===== config.mk =====
export PLATFORM = sky130hd
export DESIGN_NAME = controlador_estabelecidos
export DESIGN_NICKNAME = d
export VERILOG_FILES = /design/src/rtl/estabelecidos_pkg.sv /design/src/rtl/arbitro_round_robin.sv /design/src/rtl/controlador_estabelecidos.sv
export SDC_FILE = /design/constraint.sdc
export NUM_CORES = 1
export LEC_CHECK = 0
export CAP_MARGIN = 5
export CORE_MARGIN = 2
export CORE_UTILIZATION = 40
export CTS_CLUSTER_DIAMETER = 100
export CTS_CLUSTER_SIZE = 24
export DETAILED_ROUTE_END_ITERATION = 8
export HOLD_SLACK_MARGIN = 0.08
export PLACE_DENSITY = 0.66
export SYNTH_ARGS = -nofsm -noshare
export SYNTH_HDL_FRONTEND = slang
export SYNTH_SLANG_ARGS = --single-unit

===== constraint.sdc =====
create_clock -name clk -period 3.8 [get_ports clk]
set_input_delay 0.95 -clock clk [delete_from_list [all_inputs] [get_ports clk]]
set_output_delay 0.95 -clock clk [all_outputs]
set_load 0.05 [all_outputs]

===== src/rtl/estabelecidos_pkg.sv =====
// Shared types for the established-node memory write controller.
// FSM state encoding and memory depth helper.
package estabelecidos_pkg;

  typedef enum logic [1:0] {
    IDLE  = 2'd0,
    CLEAR = 2'd1,
    DONE  = 2'd2
  } estado_e;

  function automatic int mem_size(input int aw);
    return 1 << aw;
  endfunction

endpackage


===== src/rtl/arbitro_round_robin.sv =====
// Round-robin arbiter: one-hot grant plus index.
// Owns the rotating priority pointer.
module arbitro_round_robin #(
  parameter int NUM_REQ = 4,
  localparam int IW = (NUM_REQ > 1) ? $clog2(NUM_REQ) : 1
) (
  input  logic               clk,
  input  logic               rst,
  input  logic [NUM_REQ-1:0] req_i,
  input  logic               en_i,
  output logic [NUM_REQ-1:0] gnt_o,
  output logic [IW-1:0]      idx_o
);

  logic [IW-1:0] ptr_q;
  logic [IW-1:0] ptr_d;
  logic          found;

  // Search from the pointer upward, wrapping, first valid wins
  always_comb begin
    gnt_o = '0;
    idx_o = '0;
    found = 1'b0;
    for (int k = 0; k < NUM_REQ; k++) begin
      if (!found && en_i &&
          req_i[(int'(ptr_q) + k) % NUM_REQ]) begin
        found = 1'b1;
        gnt_o[(int'(ptr_q) + k) % NUM_REQ] = 1'b1;
        idx_o = IW'((int'(ptr_q) + k) % NUM_REQ);
      end
    end
    ptr_d = ptr_q;
    if (found) begin
      if (idx_o == IW'(NUM_REQ - 1)) ptr_d = '0;
      else ptr_d = idx_o + 1'b1;
    end
  end

  // Pointer moves just past the last winner
  always_ff @(posedge clk or posedge rst) begin
    if (rst) ptr_q <= '0;
    else     ptr_q <= ptr_d;
  end

endmodule


===== src/rtl/controlador_estabelecidos.sv =====
// Write-port sequencer for the established-node memory: sweep clear
// plus round-robin arbitration. Option: CONTROLADOR_ESTABELECIDOS_COUNT_EN.
module controlador_estabelecidos
  import estabelecidos_pkg::*;
#(
  parameter int ADDR_WIDTH = 8,
  parameter int DATA_WIDTH = 1,
  parameter int NUM_REQ    = 4
) (
  input  logic                           clk,
  input  logic                           rst,
  input  logic                           clear_start_in,
  output logic                           clear_busy_out,
  output logic                           clear_done_out,
  input  logic [NUM_REQ-1:0]             req_valid_in,
  input  logic [NUM_REQ*ADDR_WIDTH-1:0]  req_addr_in,
  input  logic [NUM_REQ*DATA_WIDTH-1:0]  req_data_in,
  output logic [NUM_REQ-1:0]             req_grant_out,
  output logic                           mem_write_en_out,
  output logic [ADDR_WIDTH-1:0]          mem_write_addr_out,
  output logic [DATA_WIDTH-1:0]          mem_write_data_out
`ifdef CONTROLADOR_ESTABELECIDOS_COUNT_EN
  ,
  output logic [ADDR_WIDTH:0]            settled_count_out
`endif
);

  localparam int MEM_SIZE = mem_size(ADDR_WIDTH);
  localparam int IW = (NUM_REQ > 1) ? $clog2(NUM_REQ) : 1;

  estado_e               state_q, state_d;
  logic [ADDR_WIDTH-1:0] cnt_q, cnt_d;
  logic                  we_q, we_d;
  logic [ADDR_WIDTH-1:0] addr_q, addr_d;
  logic [DATA_WIDTH-1:0] data_q, data_d;

  logic                  arb_en;
  logic                  arb_any;
  logic [IW-1:0]         arb_idx;

  // Grants only in IDLE, never while a clear starts or under reset
  assign arb_en = (state_q == IDLE) && !clear_start_in && !rst;
  assign arb_any = |req_grant_out;

  arbitro_round_robin #(
    .NUM_REQ(NUM_REQ)
  ) u_arb (
    .clk  (clk),
    .rst  (rst),
    .req_i(req_valid_in),
    .en_i (arb_en),
    .gnt_o(req_grant_out),
    .idx_o(arb_idx)
  );

  // Next state, sweep counter and the write to issue this cycle
  always_comb begin
    state_d        = state_q;
    cnt_d          = cnt_q;
    we_d           = 1'b0;
    addr_d         = '0;
    data_d         = '0;
    clear_busy_out = 1'b0;
    clear_done_out = 1'b0;
    unique case (state_q)
      IDLE: begin
        if (clear_start_in) begin
          state_d = CLEAR;
        end else if (arb_any) begin
          we_d   = 1'b1;
          addr_d = req_addr_in[arb_idx*ADDR_WIDTH +: ADDR_WIDTH];
          data_d = req_data_in[arb_idx*DATA_WIDTH +: DATA_WIDTH];
        end
      end
      CLEAR: begin
        clear_busy_out = 1'b1;
        we_d           = 1'b1;
        addr_d         = cnt_q;
        cnt_d          = cnt_q + 1'b1;
        if (cnt_q == ADDR_WIDTH'(MEM_SIZE - 1)) state_d = DONE;
      end
      DONE: begin
        clear_done_out = 1'b1;
        cnt_d          = '0;
        state_d        = IDLE;
      end
      default: state_d = IDLE;
    endcase
  end

  // State, sweep counter and registered write port
  always_ff @(posedge clk or posedge rst) begin
    if (rst) begin
      state_q <= IDLE;
      cnt_q   <= '0;
      we_q    <= 1'b0;
      addr_q  <= '0;
      data_q  <= '0;
    end else begin
      state_q <= state_d;
      cnt_q   <= cnt_d;
      we_q    <= we_d;
      addr_q  <= addr_d;
      data_q  <= data_d;
    end
  end

  assign mem_write_en_out   = we_q;
  assign mem_write_addr_out = addr_q;
  assign mem_write_data_out = data_q;

`ifdef CONTROLADOR_ESTABELECIDOS_COUNT_EN
  localparam logic [ADDR_WIDTH:0] SAT = (ADDR_WIDTH + 1)'(MEM_SIZE);

  logic [ADDR_WIDTH:0] set_q, set_d;

  // Count arbitrated nonzero writes; zeroed when a sweep begins
  always_comb begin
    set_d = set_q;
    if (state_q == IDLE && clear_start_in) begin
      set_d = '0;
    end else if (state_q == IDLE && we_d &&
                 data_d != '0 && set_q != SAT) begin
      set_d = set_q + 1'b1;
    end
  end

  // Settled-node counter register
  always_ff @(posedge clk or posedge rst) begin
    if (rst) set_q <= '0;
    else     set_q <= set_d;
  end

  assign settled_count_out = set_q;
`endif

endmodule

==> flow_metrics.env, run 1 <==
export IMPL_grt_pass1_vias=1777
export IMPL_grt_util_all_layers_pct=19.64
export IMPL_post_route_min_period_ns=3.728
export IMPL_chipWidth_um=73.34
export IMPL_fmax_mhz=268.2
export IMPL_power_share_clock_pct=11.9
export IMPL_vias_per_cell=5.604
export IMPL_place_hpwl_um=3787
export IMPL_clock_path_buffers=2
export IMPL_syn_num_nets=258
export IMPL_dr_total_vias=1827
export IMPL_core_area_um2=4692
export IMPL_hold_path_class="flip-flop to flip-flop"
export IMPL_dr_pass1_iters=4
export IMPL_clock_skew_ns=0.01152
export IMPL_yosysWarnings=0
export IMPL_power_frac_comb_pct=68.1
export IMPL_netlist_top_cells_count="dfrtp_1, nand2_1, nand3_1, ha_1"
export IMPL_postCtsSetupBuffers=0
export IMPL_fin_ws_ns=0.07151
export IMPL_insertion_delay_ns=0.27
export IMPL_required_ns=2.85
export IMPL_synth_cells=202
export IMPL_ios=59
export IMPL_rows=25
export IMPL_drt_wl_total_um=4914
export IMPL_antenna_found_initial=0
export IMPL_ant_nets=0
export IMPL_synth_ff_type="dfrtp_1"
export IMPL_syn2layout_area_growth_pct=43.92
export IMPL_grt_pass1_wl_um=8321
export IMPL_syn_area_um2=1923
export IMPL_synth_distinct_cells=44
export IMPL_synthArstFlopShare_pct=100.0
export IMPL_layout_nets=329
export IMPL_swShare_pct=45.22
export IMPL_port_buffers=58
export IMPL_cp_start_kind="input port"
export IMPL_nFillCells=414
export IMPL_powerDensity_nw_per_um2=682.0
export IMPL_grtUsageMet1_pct=28.25
export IMPL_routedWlPerCell_um=15.07
export IMPL_cts_tree="done"
export IMPL_numCtsBuffers=3
export IMPL_seq_area_frac_synth_pct=28.63
export IMPL_synth_top_cell_by_area="dfrtp_1"
export IMPL_drt_drc_violations_left=0
export IMPL_hold_viol_final=0
export IMPL_start_util_pct=40.99
export IMPL_met2_usage_pct=30.83
export IMPL_ys_seq_elements=22
export IMPL_crit_type="input port to output pin"
export IMPL_critPathMaxFanout=4
export IMPL_drt_iter0_markers=129
export IMPL_worstMarginPinSlew_ns=0.5061
export IMPL_setup_tns_ns=0
export IMPL_synth_edff_count=0
export IMPL_seqPwrFrac_pct=20.1
export IMPL_p_switching_uw=853.6
export IMPL_crit_path_end_kind="output pin"
export IMPL_grt_ovfl_total=0
export IMPL_grt_max_degree=23
export IMPL_postSynthAreaPerCell_um2=9.520
export IMPL_clock_root_buffer="clkbuf_8"
export IMPL_clkSlewWorstSetupHoldPaths_ns=0.09
export IMPL_grt_use_met3_pct=2.743
export IMPL_gp_congestion=0.9198
export IMPL_grt_busiest_layer="met2"
export IMPL_maxSlewViolCount=0
export IMPL_die_area_um2=5378
export IMPL_setup_violations=0
export IMPL_max_cap_violations=0
export IMPL_cts_sinks=22
export IMPL_status="complete, no violations"
export IMPL_p_leak_uw=0.001157
export IMPL_relSlewSlack_pct=66.16
export IMPL_chipHeight_um=73.34
export IMPL_fin_crit_sh_pct=98.12
export IMPL_rsz0062_at_grt="yes"
export IMPL_drive_gt1_share_pct=19.49
export IMPL_worst_endpoint_arrival_ns=2.78
export IMPL_diodes=0
export IMPL_synth_top_area_share_pct=28.63
export IMPL_cts_max_level=1
export IMPL_ir_worst_vdd_uv=243.4
export IMPL_intPower_uw=1034
export IMPL_synth_most_common_cell="dfrtp_1"
export IMPL_synth_area_leaders="dfrtp_1, ha_1, mux2i_1, a221oi_2, mux4_2"
export IMPL_dp_slack_ns=-0.2592
## sequential cells by signal (all words and copies together), names as in the netlist
register,count
mem_write_data_out,1
state_q,2
cnt_q,8
mem_write_en_out,1
mem_write_addr_out,8
u_arb.ptr_q,2
## cell usage in the layout, fill, tap and decap left out, types with 5 or more instances in the layout
cell type / instances
mux2i_1: 12
ha_1: 13
and4_1: 10
clkdlybuf4s50_1: 50
dfrtp_1: 22
buf_4: 19
o21ai_1: 8
o21ai_0: 12
nand3_1: 15
buf_12: 5
inv_1: 12
a21oi_1: 12
a221oi_2: 8
nand2_1: 18
## routing by layer
metal  share of wire (%)  vias to the layer above  wire length (µm)
met5                   0                        -                 0
met4                 1.7                        0                85
met3                 4.2                        9               206
met2                  45                       53              2222
met1                  49                      862              2400
li1                    -                      903                 -
## worst max-delay path: stages
cell,delay (ns)
dlygate4sd2_1,0.26
mux4_2,0.49
and2b_2,0.24
a22o_1,0.18
a222oi_1,0.35
inv_1,0.13
buf_12,0.17
## cell type report
cell class              count  area, µm²  area share [%]
repair buffers             78      772.0           27.89
clock buffers               3      41.29           1.492
flip-flops and latches     22      550.5           19.89
inverters                  12      45.04           1.627
multi-input cells         156       1261           45.57
well taps                  54      67.56           2.441
clock inverters             1      30.03           1.085
## stage by stage
stage / util [%] / hold WS, ns / cell area (µm²) / std cells / power [µW]
floorplan: - / 0.4864 / 1923 / 202 / 1252
global placement: 57.41 / 0.5134 / 2694 / 322 / 1647
detailed placement: 57.41 / 0.5238 / 2694 / 322 / 1658
CTS: 59.12 / 0.5454 / 2774 / 326 / 1894
finish: 58.99 / 0.5421 / 2768 / 326 / 1888
global route: 58.99 / 0.5666 / 2768 / 326 / 2029
## timing repair
item                                    4_1_cts  5_1_grt
pin swaps                                     1        2
endpoints found under the setup margin        4        4
hold buffers                                  0        0
gates resized for setup                       9        5
## power by group through the flow
stage          logic (µW)  registers, µW  clock network, µW
6_report             1280            379                224
4_1_cts              1280            379                230
2_1_floorplan         730            522                  0
3_3_place_gp         1260            383                  0
3_5_place_dp         1280            381                  0
5_1_grt              1400            389                243
## logic make-up after synthesis
kind of cell,count (synthesis),synth area share (%)
buffers and inverters,24,6.506
flip-flops,22,28.63
XOR/XNOR,3,1.367
AND/OR/NAND/NOR,67,21.21
adder cells (fa/ha/maj),13,8.458
AO/OA/AOI/OAI,56,22.32
multiplexers,17,11.52
## final timing paths
check,from,end,slack [ns],cells after the start
worst max-delay path,req_valid_in[1],req_grant_out[2],0.07,7
worst min-delay path,state_q[1]$_DFFE_PP0P_,state_q[1]$_DFFE_PP0P_,0.54,1
worst max register to register,u_arb.ptr_q[0]$_DFFE_PP0P_,mem_write_data_out$_DFF_PP0_,0.97,9
worst min register to register,state_q[1]$_DFFE_PP0P_,state_q[1]$_DFFE_PP0P_,0.54,1
max in group asynchronous,rst,mem_write_data_out$_DFF_PP0_,2.47,3
min in group asynchronous,rst,mem_write_addr_out[5]$_DFF_PP0_,1.08,3
(Power assumes the default switching activity.)
==> run 2, diff against run 1 <==
--- a/config.mk
+++ b/config.mk
@@ -8,6 +8,7 @@
 export CAP_MARGIN = 5
 export CORE_MARGIN = 2
 export CORE_UTILIZATION = 40
+export CTS_BUF_LIST = sky130_fd_sc_hd__clkbuf_4 sky130_fd_sc_hd__clkbuf_8
 export CTS_CLUSTER_DIAMETER = 100
 export CTS_CLUSTER_SIZE = 24
 export DETAILED_ROUTE_END_ITERATION = 8
==> results of run 2 <==
No change in the layout: final DEF, timing and power equal those of run 1.
==> run 3, diff against run 2 <==
--- a/config.mk
+++ b/config.mk
@@ -13,7 +13,9 @@
 export CTS_CLUSTER_SIZE = 24
 export DETAILED_ROUTE_END_ITERATION = 8
 export HOLD_SLACK_MARGIN = 0.08
-export PLACE_DENSITY = 0.66
+export PLACE_DENSITY = 0.69
+export RECOVER_POWER = 25
+export SLEW_MARGIN = 20
 export SYNTH_ARGS = -nofsm -noshare
 export SYNTH_HDL_FRONTEND = slang
 export SYNTH_SLANG_ARGS = --single-unit
==> constraint.sdc (replaced) <==
create_clock -name clk -period 3.1 [get_ports clk]
set_input_delay 0.775 -clock clk [delete_from_list [all_inputs] [get_ports clk]]
set_output_delay 0.775 -clock clk [all_outputs]
set_load 0.05 [all_outputs]
==> run 3 against run 2 <==
Against the previous run:
- the flow now finishes with violations (negative setup slack)
- via count grew 8.5%
- non-clock buffer count grew 25
- first-iteration DRC count shrank 7.0%
- sequential cell count is the same
- total power grew 40%
- combinational power grew 53%
- global-route usage grew 1.1 points
- clock skew shrank 0.0053 ns
- sequential power grew 25%
- final area grew 12%
- die area is the same
- worst hold slack lost 0.0063 ns
- largest cell class unchanged
==> flow_metrics.env, run 3 (same netlist as run 1, synthesis figures left out) <==
export IMPL_clock_root_buffer="clkbuf_8"
export IMPL_power_share_clock_pct=8.0
export IMPL_required_ns=3.27
export IMPL_dp_slack_ns=-0.5473
export IMPL_drt_wl_total_um=5647
export IMPL_worst_endpoint_arrival_ns=3.38
export IMPL_drt_iter0_markers=120
export IMPL_cts_tree="done"
export IMPL_relSlewSlack_pct=21.89
export IMPL_power_frac_comb_pct=74.1
export IMPL_worstHoldStart="state_q[1]$_DFFE_PP0P_"
export IMPL_violations="negative setup slack"
export IMPL_numCtsBuffers=3
export IMPL_hold_viol_final=0
export IMPL_vias_per_cell=5.650
export IMPL_cpMaxStageDelayCell="mux4_2"
export IMPL_antenna_found_initial=0
export IMPL_crit_type="input port to flip-flop"
export IMPL_layout_nets=354
export IMPL_multi_input_area_um2=1346
export IMPL_swShare_pct=44.58
export IMPL_cts_sinks=22
export IMPL_drt_drc_violations_left=0
export IMPL_crit_path_frequent_cell="buf_4"
export IMPL_grt_ovfl_total=0
export IMPL_rr_endpoint="mem_write_addr_out[6]$_DFF_PP0_"
export IMPL_drive_gt1_share_pct=30.30
export IMPL_intPower_uw=1462
export IMPL_max_cap_violations=0
export IMPL_cts_hold_fix_buffers=0
export IMPL_crit_chain="buf_8 > mux4_2 > or3_4 > nor2_4 > a222oi_1 > buf_4 > buf_4 > buf_4 > buf_4 > and4_2 > buf_12 > a221oi_4"
export IMPL_ios=59
export IMPL_ant_nets=0
export IMPL_seq_area_um2=550.5
export IMPL_cpPeakStageDelay_ns=0.57
export IMPL_die_area_um2=5378
export IMPL_r2r_start="u_arb.ptr_q[0]$_DFFE_PP0P_"
export IMPL_final_common_cell="clkdlybuf4s50_1"
export IMPL_min_to="state_q[1]$_DFFE_PP0P_"
export IMPL_cp_start_kind="input port"
export IMPL_fin_ws_ns=-0.1150
export IMPL_core_area_um2=4692
export IMPL_instances_no_fill=351
export IMPL_clock_path_buffers=2
export IMPL_crit_path_end_kind="flip-flop"
export IMPL_clock_skew_ns=0.006187
export IMPL_grt_pass1_vias=1861
export IMPL_rows=25
export IMPL_chipHeight_um=73.34
export IMPL_critPathMaxFanout=8
export IMPL_r2r_slack_ns=-0.09
export IMPL_port_buffers=58
export IMPL_grt_util_all_layers_pct=20.75
export IMPL_layout_common_cells="clkdlybuf4s50_1, buf_4, dfrtp_1, nand2_1, nand3_1"
export IMPL_p_switching_uw=1176
export IMPL_chipWidth_um=73.34
export IMPL_post_route_min_period_ns=3.215
export IMPL_routedWlPerCell_um=16.09
export IMPL_gp_congestion=0.9296
export IMPL_insertion_delay_ns=0.26
export IMPL_dp_cells=334
export IMPL_grt_max_degree=23
export IMPL_fin_crit_sh_pct=103.7
export IMPL_clkSlewWorstSetupHoldPaths_ns=0.08
export IMPL_worstMarginPinSlew_ns=1.172
export IMPL_powerDensity_nw_per_um2=847.4
export IMPL_nFillCells=399
export IMPL_diodes=0
export IMPL_cts_max_level=1
export IMPL_hold_path_class="flip-flop to flip-flop"
export IMPL_dr_total_vias=1983
export IMPL_fmax_mhz=311.0
export IMPL_worst_r2r_path_depth=12
export IMPL_grt_pass1_wl_um=8783
export IMPL_maxSlewViolCount=0
export IMPL_seqPwrFrac_pct=17.9
export IMPL_status="finished with violations"
export IMPL_hold_path_depth=1
export IMPL_rsz0062_at_grt="yes"
export IMPL_dr_pass1_iters=4
export IMPL_place_hpwl_um=3929
export IMPL_setup_violations=13
export IMPL_syn2layout_area_growth_pct=61.87
export IMPL_start_util_pct=40.99
export IMPL_ir_worst_vdd_uv=307.2
export IMPL_p_leak_uw=0.001361
-- run 3: repair_timing --
| item | CTS | global route |
|---|---|---|
| resized for setup | 33 | 10 |
| cloned | 0 | 1 |
| pin swaps | 7 | 9 |
| endpoints found under the setup margin | 13 | 11 |
| setup buffers | 7 | 5 |
| hold endpoints to repair | 0 | 0 |
-- run 3: worst max path at each step --
stage | from | endpoint | depth (start not counted)
6_report | req_valid_in[3] | mem_write_addr_out[6]$_DFF_PP0_ | 12
5_1_grt | req_valid_in[2] | req_grant_out[2] | 7
4_1_cts | req_valid_in[2] | req_grant_out[2] | 7
3_5_place_dp | req_valid_in[2] | req_grant_out[1] | 8
3_3_place_gp | req_valid_in[2] | req_grant_out[0] | 8
2_1_floorplan | rst | req_grant_out[1] | 7
-- run 3: final cells by class --
| cell class | count | share of cell area, % |
|---|---|---|
| multi-input cells | 156 | 43.25 |
| repair buffers | 103 | 33.68 |
| flip-flops and latches | 22 | 17.68 |
| well taps | 54 | 2.170 |
| clock buffers | 4 | 1.768 |
| inverters | 12 | 1.447 |
-- run 3: per-stage QoR --
stage               hold slack, ns  TNS, ns  instance area (µm²)  util, %  total power (µW)
floorplan                   0.4864        0                 1924        -              1538
global placement            0.5048   -5.981                 2821    60.13              2106
detailed placement          0.5100   -6.637                 2821    60.13              2127
CTS                         0.5280  -0.2622                 2980    63.52              2436
global route                0.5505   -2.040                 3113    66.35              2816
finish                      0.5358  -0.8868                 3113    66.35              2638
-- run 3: metal layers --
| metal | share of wire, % | global-route usage (%) |
|---|---|---|
| met1 | 42 | 27.63 |
| met2 | 50 | 36.74 |
| met3 | 7.3 | 2.881 |
| met4 | 0.67 | 2.828 |
| met5 | 0 | 0 |
-- run 3: power groups by stage --
stage | sequential, µW | combinational [µW] | clock [µW]
after detailed placement | 471 | 1660 | 0
final | 472 | 1960 | 211
after global placement | 471 | 1640 | 0
after global routing | 484 | 2110 | 221
after floorplan | 640 | 898 | 0
after CTS | 468 | 1760 | 207
-- run 3: worst max-delay path, delay by kind of cell --
| family | cells | cell delay (ns) |
|---|---|---|
| muxes | 1 | 0.57 |
| buffers and inverters | 6 | 0.76 |
| AOI/OAI and AO/OA | 2 | 0.41 |
| and+or+nand+nor | 3 | 0.85 |
